<file path="src/rtl/sgd_dot_accum.sv">
// SGD dot-product accumulator: sums adder-tree beats per sample, subtracts a FIFO label, scales the error.
// Optional saturation of the accumulate/subtract datapath is enabled by defining SGD_DOT_SAT_EN.
module sgd_dot_accum #(
    parameter int LABEL_FIFO_DEPTH = 16,
    parameter int SHIFT_WIDTH      = 5
) (
    input  logic                   clk,
    input  logic                   rst,
    input  logic                   start,
    input  logic [15:0]            num_chunks,
    input  logic [31:0]            num_samples,
    input  logic [SHIFT_WIDTH-1:0] step_shift,
    input  logic signed [31:0]     v_input,
    input  logic                   v_input_valid,
    input  logic signed [31:0]     label,
    input  logic                   label_valid,
    output logic                   label_ready,
    output logic signed [31:0]     grad_out,
    output logic                   grad_valid,
    output logic                   done,
    output logic                   label_underflow,
    output logic                   busy
);

    localparam int AW = $clog2(LABEL_FIFO_DEPTH);
    localparam logic [AW:0] FULL_CNT = (AW+1)'(LABEL_FIFO_DEPTH);

    localparam logic [0:0] ST_IDLE = 1'b0;
    localparam logic [0:0] ST_RUN  = 1'b1;

    logic [0:0]             state;
    logic [15:0]            chunks_r;
    logic [31:0]            samples_r;
    logic [SHIFT_WIDTH-1:0] shift_r;
    logic [15:0]            chunk_cnt;
    logic signed [31:0]     acc;
    logic [31:0]            sample_cnt;
    logic signed [31:0]     dot_r;
    logic signed [31:0]     label_r;
    logic                   s1_valid;

    logic [31:0]            mem [LABEL_FIFO_DEPTH];
    logic [AW-1:0]          wr_ptr;
    logic [AW-1:0]          rd_ptr;
    logic [AW:0]            count;
    logic                   fifo_empty;
    logic                   push;
    logic                   last_beat;

    // Add or subtract; the saturating build clamps using a 33-bit intermediate.
    function automatic logic signed [31:0] add_op(input logic signed [31:0] a,
                                                  input logic signed [31:0] b,
                                                  input logic sub);
`ifdef SGD_DOT_SAT_EN
        logic signed [32:0] s;
        s = sub ? ({a[31], a} - {b[31], b}) : ({a[31], a} + {b[31], b});
        if (s[32] != s[31])
            return s[32] ? 32'sh80000000 : 32'sh7FFFFFFF;
        return $signed(s[31:0]);
`else
        return sub ? (a - b) : (a + b);
`endif
    endfunction

    assign busy        = (state == ST_RUN);
    assign fifo_empty  = (count == '0);
    assign label_ready = !rst && (count != FULL_CNT);
    assign push        = label_valid && label_ready;
    assign last_beat   = (state == ST_RUN) && v_input_valid && !start &&
                         (chunk_cnt == chunks_r - 16'd1);

    always_ff @(posedge clk) begin
        if (push)
            mem[wr_ptr] <= label;
    end

    always_ff @(posedge clk) begin
        if (rst) begin
            wr_ptr <= '0;
            rd_ptr <= '0;
            count  <= '0;
        end else begin
            if (push)
                wr_ptr <= wr_ptr + AW'(1);
            if (last_beat && !fifo_empty)
                rd_ptr <= rd_ptr + AW'(1);
            case ({push, last_beat && !fifo_empty})
                2'b10:   count <= count + (AW+1)'(1);
                2'b01:   count <= count - (AW+1)'(1);
                default: count <= count;
            endcase
        end
    end

    // Accumulate beats, then two pipeline stages: dot/label capture, then scaled error.
    always_ff @(posedge clk) begin
        if (rst) begin
            state           <= ST_IDLE;
            chunks_r        <= 16'd1;
            samples_r       <= '0;
            shift_r         <= '0;
            chunk_cnt       <= '0;
            acc             <= '0;
            sample_cnt      <= '0;
            dot_r           <= '0;
            label_r         <= '0;
            s1_valid        <= 1'b0;
            grad_out        <= '0;
            grad_valid      <= 1'b0;
            done            <= 1'b0;
            label_underflow <= 1'b0;
        end else begin
            grad_valid <= 1'b0;
            done       <= 1'b0;
            s1_valid   <= last_beat;

            if (last_beat) begin
                dot_r   <= add_op(acc, v_input, 1'b0);
                label_r <= fifo_empty ? 32'sd0 : $signed(mem[rd_ptr]);
            end

            if (s1_valid) begin
                grad_out   <= add_op(dot_r, label_r, 1'b1) >>> shift_r;
                grad_valid <= 1'b1;
                sample_cnt <= sample_cnt + 32'd1;
                if (state == ST_RUN && samples_r != 32'd0 &&
                    sample_cnt + 32'd1 == samples_r) begin
                    done  <= 1'b1;
                    state <= ST_IDLE;
                end
            end

            if (start) begin
                state           <= ST_RUN;
                chunks_r        <= (num_chunks == 16'd0) ? 16'd1 : num_chunks;
                samples_r       <= num_samples;
                shift_r         <= step_shift;
                chunk_cnt       <= '0;
                acc             <= '0;
                sample_cnt      <= '0;
                done            <= 1'b0;
                label_underflow <= 1'b0;
            end else if (state == ST_RUN && v_input_valid) begin
                if (last_beat) begin
                    chunk_cnt <= '0;
                    acc       <= '0;
                end else begin
                    chunk_cnt <= chunk_cnt + 16'd1;
                    acc       <= add_op(acc, v_input, 1'b0);
                end
            end

            if (last_beat && fifo_empty)
                label_underflow <= 1'b1;
        end
    end

endmodule

</file>
<file path="config.mk">
export PLATFORM = sky130hd
export DESIGN_NAME = sgd_dot_accum
export DESIGN_NICKNAME = d
export VERILOG_FILES = /design/src/rtl/sgd_dot_accum.sv
export SDC_FILE = /design/constraint.sdc
export NUM_CORES = 1
export LEC_CHECK = 0
export CORE_ASPECT_RATIO = 0.5
export CORE_MARGIN = 2
export CORE_UTILIZATION = 45
export CTS_CLUSTER_DIAMETER = 100
export DETAILED_ROUTE_END_ITERATION = 8
export HOLD_SLACK_MARGIN = 0.02
export PLACE_DENSITY_LB_ADDON = 0.08
export SYNTH_ARGS = -nofsm -noshare
export SYNTH_HDL_FRONTEND = slang
export SYNTH_SLANG_ARGS = --single-unit
export TNS_END_PERCENT = 20
</file>
<file path="constraint.sdc">
create_clock -name clk -period 4.1 [get_ports clk]
set_input_delay 0.82 -clock clk [delete_from_list [all_inputs] [get_ports clk]]
set_output_delay 0.82 -clock clk [all_outputs]
set_load 0.05 [all_outputs]
</file>
==> metrics <==
result of the run complete, but fails checks; failing checks setup timing; initial antenna violation count 1; Sinks on Clock Net 763; cell taking the most area after synthesis edfxtp_1; drt via density 5.80; Arrival @ worst endpoint about 4.7 ns; I/O Buffers 158; endpoints failing setup 1; first-pass GRT wire length 148000 µm; standard-cell rows 73; worst flop-to-flop path endpoint count[4]; area taken by multi-input logic gates 0.0150 mm²; final HPWL from detailed placement approximately 63000 µm; Pwr Density ~380 mW/mm²; count of state elements after synthesis 763; Clock Latency Late Sink 0.67 ns; element type at the critical path start flop; overall die height 204 µm; largest voltage drop on the vdd net 0.287 mV; detailed-route DRC error count 0; class of the worst hold path flop to flop; number of maximum-capacitance constraint violations 0; total number of yosys warnings 0; number of cells on the worst hold path 2; sequential element share of the synthesized area 0.565; clock tree from TritonCTS done; placeable core area 0.0794 mm²; clk buf depth 3; startpoint of the lowest-slack register-to-register path chunks_r[5]; number of levels the H-tree was split into 3; Post-CTS Hold Buffers 0; P&R area growth vs syn 17.1%; Placement Setup Slack -0.440 ns; total power of the final layout approximately 16 mW; setup slack of the worst register-to-register path -0.02 ns; Sequential Area 0.0204 mm²; number of global-route vias before repair 24514; average detailed-routed wire length per instance 22.7 µm; global-route total usage across every layer 0.234; fmax 243 MHz; Clock Skew 0.0315 ns; most instantiated cells after synthesis edfxtp_1 (512), nor2_1 (265), dfxtp_1 (251); end point of the most critical hold path grad_out[22]; total negative slack -0.0155 ns; Cells after Synth slightly below 3000; Root Buffer Master clkbuf_16; top cell type's share of synthesized area 0.426; unrepaired setup endpoints after global routing yes; proportion of register bits with asynchronous set or reset after synthesis 0; post-synth design cell area 0.0361 mm²; Top-Level Pins 159; gr ovfl total 0; most common cell in the synthesized netlist edfxtp_1; category of the critical setup timing path flop to flop; Mapped Avg Cell Area around 12 µm²; Starting Density 0.455; pin count of the biggest net entering global routing 159; instance area after placement 0.0398 mm²; leakage dissipation ~14 nW; drt first-iter violations 2236; DIE AREA 0.0826 mm²; top post-synthesis cells by area edfxtp_1 (43%), dfxtp_1 (14%), mux4_2 (11%); total length of routed wires 95400 µm; share of the clock period used by the worst path 1.00; Final Core Density 0.532; number of iterations in the first detailed-routing pass 5; Hold Startpoint grad_out[22]; endpoint type of the worst setup path flop; x dimension of the die 404 µm; number of buffers added by the clock tree synthesis step 70; via count 24389; fraction of layout instances using a drive strength above 1 0.160; number of cells on the worst reg-to-reg path 14; crit-path max FO 3; Distinct cells, synth 84; number of fill cells about 6900; max-slew violations 0; Final min period between 4 and 5 ns; count of nets after finishing 3298; clock transition time at the flip-flop clock pins of the worst setup and hold paths 0.06 ns; worst rel slew slack 0.215; worst path required time 4.64 ns; final non-filler cell area 0.0422 mm²; Worst Max-Slew Pin Slew 1.18 ns; Synth Flop Type edfxtp_1; final worst slack -0.0155 ns; number of routed nets with antenna violations 0; final weighted congestion in routability-driven placement 0.918; final hold violation count 0; number of synthesized flops with an enable pin 512; Synthesized Nets roughly 3100
routing by layer:
| metal | track usage | vias up | part of all wire |
|---|---|---|---|
| li1 | - | 11442 | - |
| met1 | 0.326 | 12183 | 0.45 |
| met2 | 0.388 | 628 | 0.47 |
| met3 | 0.0342 | 136 | 0.049 |
| met4 | 0.0597 | 0 | 0.021 |
| met5 | 0 | - | 0 |
where the power goes:
| group | leakage [nW] | internal, mW | switching (mW) | total [mW] |
|---|---|---|---|---|
| registers | 6.65 | 8.27 | 0.0541 | 8.33 |
| logic | 6.61 | 0.479 | 0.667 | 1.15 |
| clock network | 1.12 | 3.66 | 2.98 | 6.65 |
| total | 14.4 | 12.4 | 3.70 | 16.1 |
cells by family (layout without fill, tap and decap cells):
family,count (synthesis),count (layout),synth area share
AOI/OAI and AO/OA,516,516,0.0951
xor gates and xnor gates,167,167,0.0405
adders and majority gates,75,75,0.0264
buffers and inverters,237,503,0.0250
DFF,763,763,0.565
muxes,262,262,0.133
other,0,1,0
and+or+nand+nor,870,870,0.115
cells in the final DEF (no fill, tap or decap), types with 15 or more instances in the layout:
| master | n |
|---|---|
| buf_12 | 15 |
| o211ai_1 | 20 |
| mux4_2 | 172 |
| o21a_1 | 16 |
| nand2_1 | 247 |
| nor2_1 | 251 |
| clkbuf_16 | 70 |
| ha_1 | 71 |
| nor4_1 | 35 |
| nand4_1 | 37 |
| or3_1 | 19 |
| and3_1 | 20 |
| edfxtp_1 | 512 |
| nand3b_1 | 37 |
| a21o_1 | 31 |
| xnor2_1 | 99 |
| clkdlybuf4s50_1 | 156 |
| clkbuf_1 | 15 |
| and2_1 | 19 |
| o31ai_1 | 20 |
| o21ai_0 | 66 |
| buf_4 | 134 |
| mux2i_1 | 77 |
| a21oi_1 | 182 |
| dfxtp_1 | 245 |
| nand3_1 | 66 |
| xor2_1 | 65 |
| a211oi_1 | 21 |
| inv_1 | 66 |
| nor3_1 | 42 |
how the worst max path moves through the flow:
stage                  startpoint         to  slack, ns  depth (start not counted)
floorplan                     rst  mem[0][0]      -0.85                          5
global placement    v_input_valid   count[4]      -0.42                         15
detailed placement  v_input_valid   count[4]      -0.44                         15
CTS                   chunks_r[0]   count[4]       0.06                         15
global route          chunks_r[5]   count[4]      -0.12                         14
finish                chunks_r[5]   count[4]      -0.02                         14
sequential cells by signal, indices dropped and copies added, names as in the netlist, named ones only:
name	count
acc	32
busy	1
chunk_cnt	16
chunks_r	16
count	5
done	1
dot_r	32
grad_out	32
grad_valid	1
label_r	32
label_underflow	1
mem	512
rd_ptr	4
s1_valid	1
sample_cnt	32
samples_r	32
shift_r	5
wr_ptr	4
per-stage QoR:
stage	hold WS [ns]	cells
2_1_floorplan	0.432	2890
3_3_place_gp	0.433	4077
3_5_place_dp	0.432	4077
4_1_cts	0.442	4206
5_1_grt	0.471	4206
6_report	0.441	4207
what timing repair did:
item,in CTS,in global routing
pin swaps,6,7
resized for setup,11,18
setup buffers,2,0
endpoints found under the setup margin,15,33
worst max-delay path: stages (launching register included):
cell,delay (ns)
dfxtp_2,0.32
or4_4,0.53
or4_4,0.44
or4_4,0.44
o211a_4,0.17
a2111oi_4,0.44
nand3_2,0.18
nor2_4,0.13
ha_4,0.16
xor2_2,0.14
ha_2,0.22
buf_6,0.10
a2111oi_0,0.05
nor4_1,0.34
mux2_1,0.35
cell type report:
class,instances,share of cell area
Timing Repair Buffer,307,0.0684
Clock inverter,34,0.00951
Inverter,69,0.00613
Tap cell,1050,0.0311
Clock buffer,93,0.0454
Antenna cell,1,0.0000592
Multi-Input combinational cell,1890,0.356
Sequential cell,763,0.483
No activity file was read; power rests on OpenSTA's default activity.
==> RTL edit (same flow settings) <==
Reset style: asynchronous (`rst`), changed in 2 clocked blocks.
--- a/src/rtl/sgd_dot_accum.sv
+++ b/src/rtl/sgd_dot_accum.sv
@@ -74,7 +74,7 @@
             mem[wr_ptr] <= label;
     end
 
-    always_ff @(posedge clk) begin
+    always_ff @(posedge clk or posedge rst) begin
         if (rst) begin
             wr_ptr <= '0;
             rd_ptr <= '0;
@@ -93,7 +93,7 @@
     end
 
     // Accumulate beats, then two pipeline stages: dot/label capture, then scaled error.
-    always_ff @(posedge clk) begin
+    always_ff @(posedge clk or posedge rst) begin
         if (rst) begin
             state           <= ST_IDLE;
             chunks_r        <= 16'd1;
Formal check against the unedited RTL: differs if rst is asserted again (counterexample within 4 cycles, from zero or initial values and one cycle with rst high); with rst held inactive, the same outputs for 4 cycles.
==> RTL edit against the original RTL <==
Final area up 0.99%; routed wire length down 1.7%; sequential cell count down 4; power up 10%; non-clock buffer count down 28; clock skew about the same; area after synthesis up 1.3%; worst setup slack better by 0.052 ns; largest power group unchanged; highest routed layer is now met5.
==> RTL edit: results (changes against the original RTL) <==
| Metric | Value |
|---|---|
| Status | finished, final reports clean |
| Worst VDD drop | 0.000332 V (+16%) |
| First-pass GRT wire length | 143000 um (-2.8%) |
| Ratio of cells with drive above 1 in the final layout | 0.149 (-0.0116) |
| Vias in the first global route | 23700 (-3.2%) |
| Setup TNS | 0 ns (+0.0155 ns) |
| Final Net Count | 3246 (-1.6%) |
| Post-synthesis async set-or-reset flop share | 0.325 (+0.325) |
| Per-cell routed wire length | 22.4 um (-1.4%) |
| DPL Wire Length | 60300 um (-4.9%) |
| Sw Pwr | 0.00447 W (+21%) |
| Arr. time, crit path | 4.62 ns (-0.04 ns) |
| Sequential share of the synthesized area | 0.590 (+0.0245) |
| Via-per-instance ratio | 5.72 (-1.4%) |
| Initial antenna violation count | 6 (+5) |
| Gpl congestion | 0.866 (-5.6%) |
| Seq pwr | 0.00883 W (+6.0%) |
| Worst-margin pin slew | 0.942 ns (-0.236 ns) |
| CP peak stage delay | 0.48 ns (-0.05 ns) |
| P_comb | 0.00203 W (+77%) |
| P_leak | 15.4 nW (+7.3%) |
| Post-synth top cells | edfxtp_1 (512), nand2_1 (261), dfrtp_1 (246) |
| Clock skew | 0.0311 ns (-0.000490 ns) |
| CTS buffer count | 73 (+4.3%) |
| Largest net degree at the start of global routing | 107 (-33%) |
| First DRT Iteration DRCs | 1794 (-20%) |
| GRT Total Usage | 0.226 (-0.00797) |
| Total power draw | 0.0178 W (+10%) |
| Syn nets | 3057 (-0.97%) |
-- RTL edit: cell types whose count changed after synthesis, sizes merged, moves of 49 or more --
cell   before  now
mux2i      77  126
mux4      172  101
mux2       13   71
dfxtp     251    0
o21ai      67  202
dfrtp       0  246
nor2      265  156
-- RTL edit: path summary, 6_finish.rpt --
| kind | startpoint | cells past startpoint | slack [ns] | to |
|---|---|---|---|---|
| min reg2reg | dot_r[19]$_DFFE_PP0P_ | 2 | 0.48 | dot_r[19]$_DFFE_PP0P_ |
| min in group asynchronous | rst | 2 | 0.57 | grad_out[28]$_DFFE_PP0P_ |
| max reg2reg | chunks_r[1]$_DFFE_PP0P_ | 20 | 0.04 | count[4]$_DFFE_PP0P_ |
| max in group asynchronous | rst | 3 | 2.60 | acc[27]$_DFFE_PP0P_ |
| max | chunks_r[1]$_DFFE_PP0P_ | 20 | 0.04 | count[4]$_DFFE_PP0P_ |
| min | dot_r[19]$_DFFE_PP0P_ | 2 | 0.48 | dot_r[19]$_DFFE_PP0P_ |
-- RTL edit: layer usage --
layer | up-vias | wire [um] | track usage
li1 | 11200 | - | -
met1 | 12100 | 43300 | 0.323
met2 | 539 | 43400 | 0.355
met3 | 121 | 5170 | 0.0452
met4 | 6 | 1960 | 0.0594
met5 | - | 34 | 0
-- RTL edit: cells by family (layout without fill, tap and decap cells) --
group,after synthesis,after routing,synth area share
AO/OA/AOI/OAI,641,641,0.113
XOR/XNOR,172,172,0.0412
adder cells (fa/ha/maj),76,76,0.0264
buffers and inverters,235,482,0.0254
flip-flops,759,759,0.590
multiplexers,298,298,0.119
other,0,3,0
AND/OR/NAND/NOR,678,678,0.0857
-- RTL edit: through the flow --
stage / cell area [um^2] / hold slack (ns) / setup slack, ns / instances
CTS: 42600 / 0.485 / 0.00696 / 4193
global route: 42700 / 0.500 / -0.196 / 4195
finish: 42700 / 0.479 / 0.0363 / 4196
floorplan: 36500 / 0.352 / -0.852 / 2859
global placement: 40100 / 0.460 / -0.333 / 4060
detailed placement: 40100 / 0.468 / -0.343 / 4060
-- RTL edit: final cells by class --
type,instances,area [um^2]
diodes,3,7.51
clock buffers,96,1990
clock inverters,37,442
fillers,6754,37300
inverters,70,268
multi-input cells,1865,14300
flip-flops and latches,759,21600
well taps,1087,1360
repair buffers,279,2740
-- RTL edit: timing repair --
action | CTS | global route
endpoints found under the setup margin | 4 | 14
gates resized for setup | 10 | 14
hold buffers | 0 | 0
buffers inserted | 0 | 0
pin swaps | 8 | 0
-- RTL edit: critical path: cells and delay by family, from the launching register on --
family | cells | cell delay, ns
AOI/OAI and AO/OA | 6 | 0.72
xor gates and xnor gates | 3 | 0.45
DFF | 1 | 0.39
and+or+nand+nor | 7 | 1.82
adders and majority gates | 3 | 0.49
buffers and inverters | 1 | 0.08
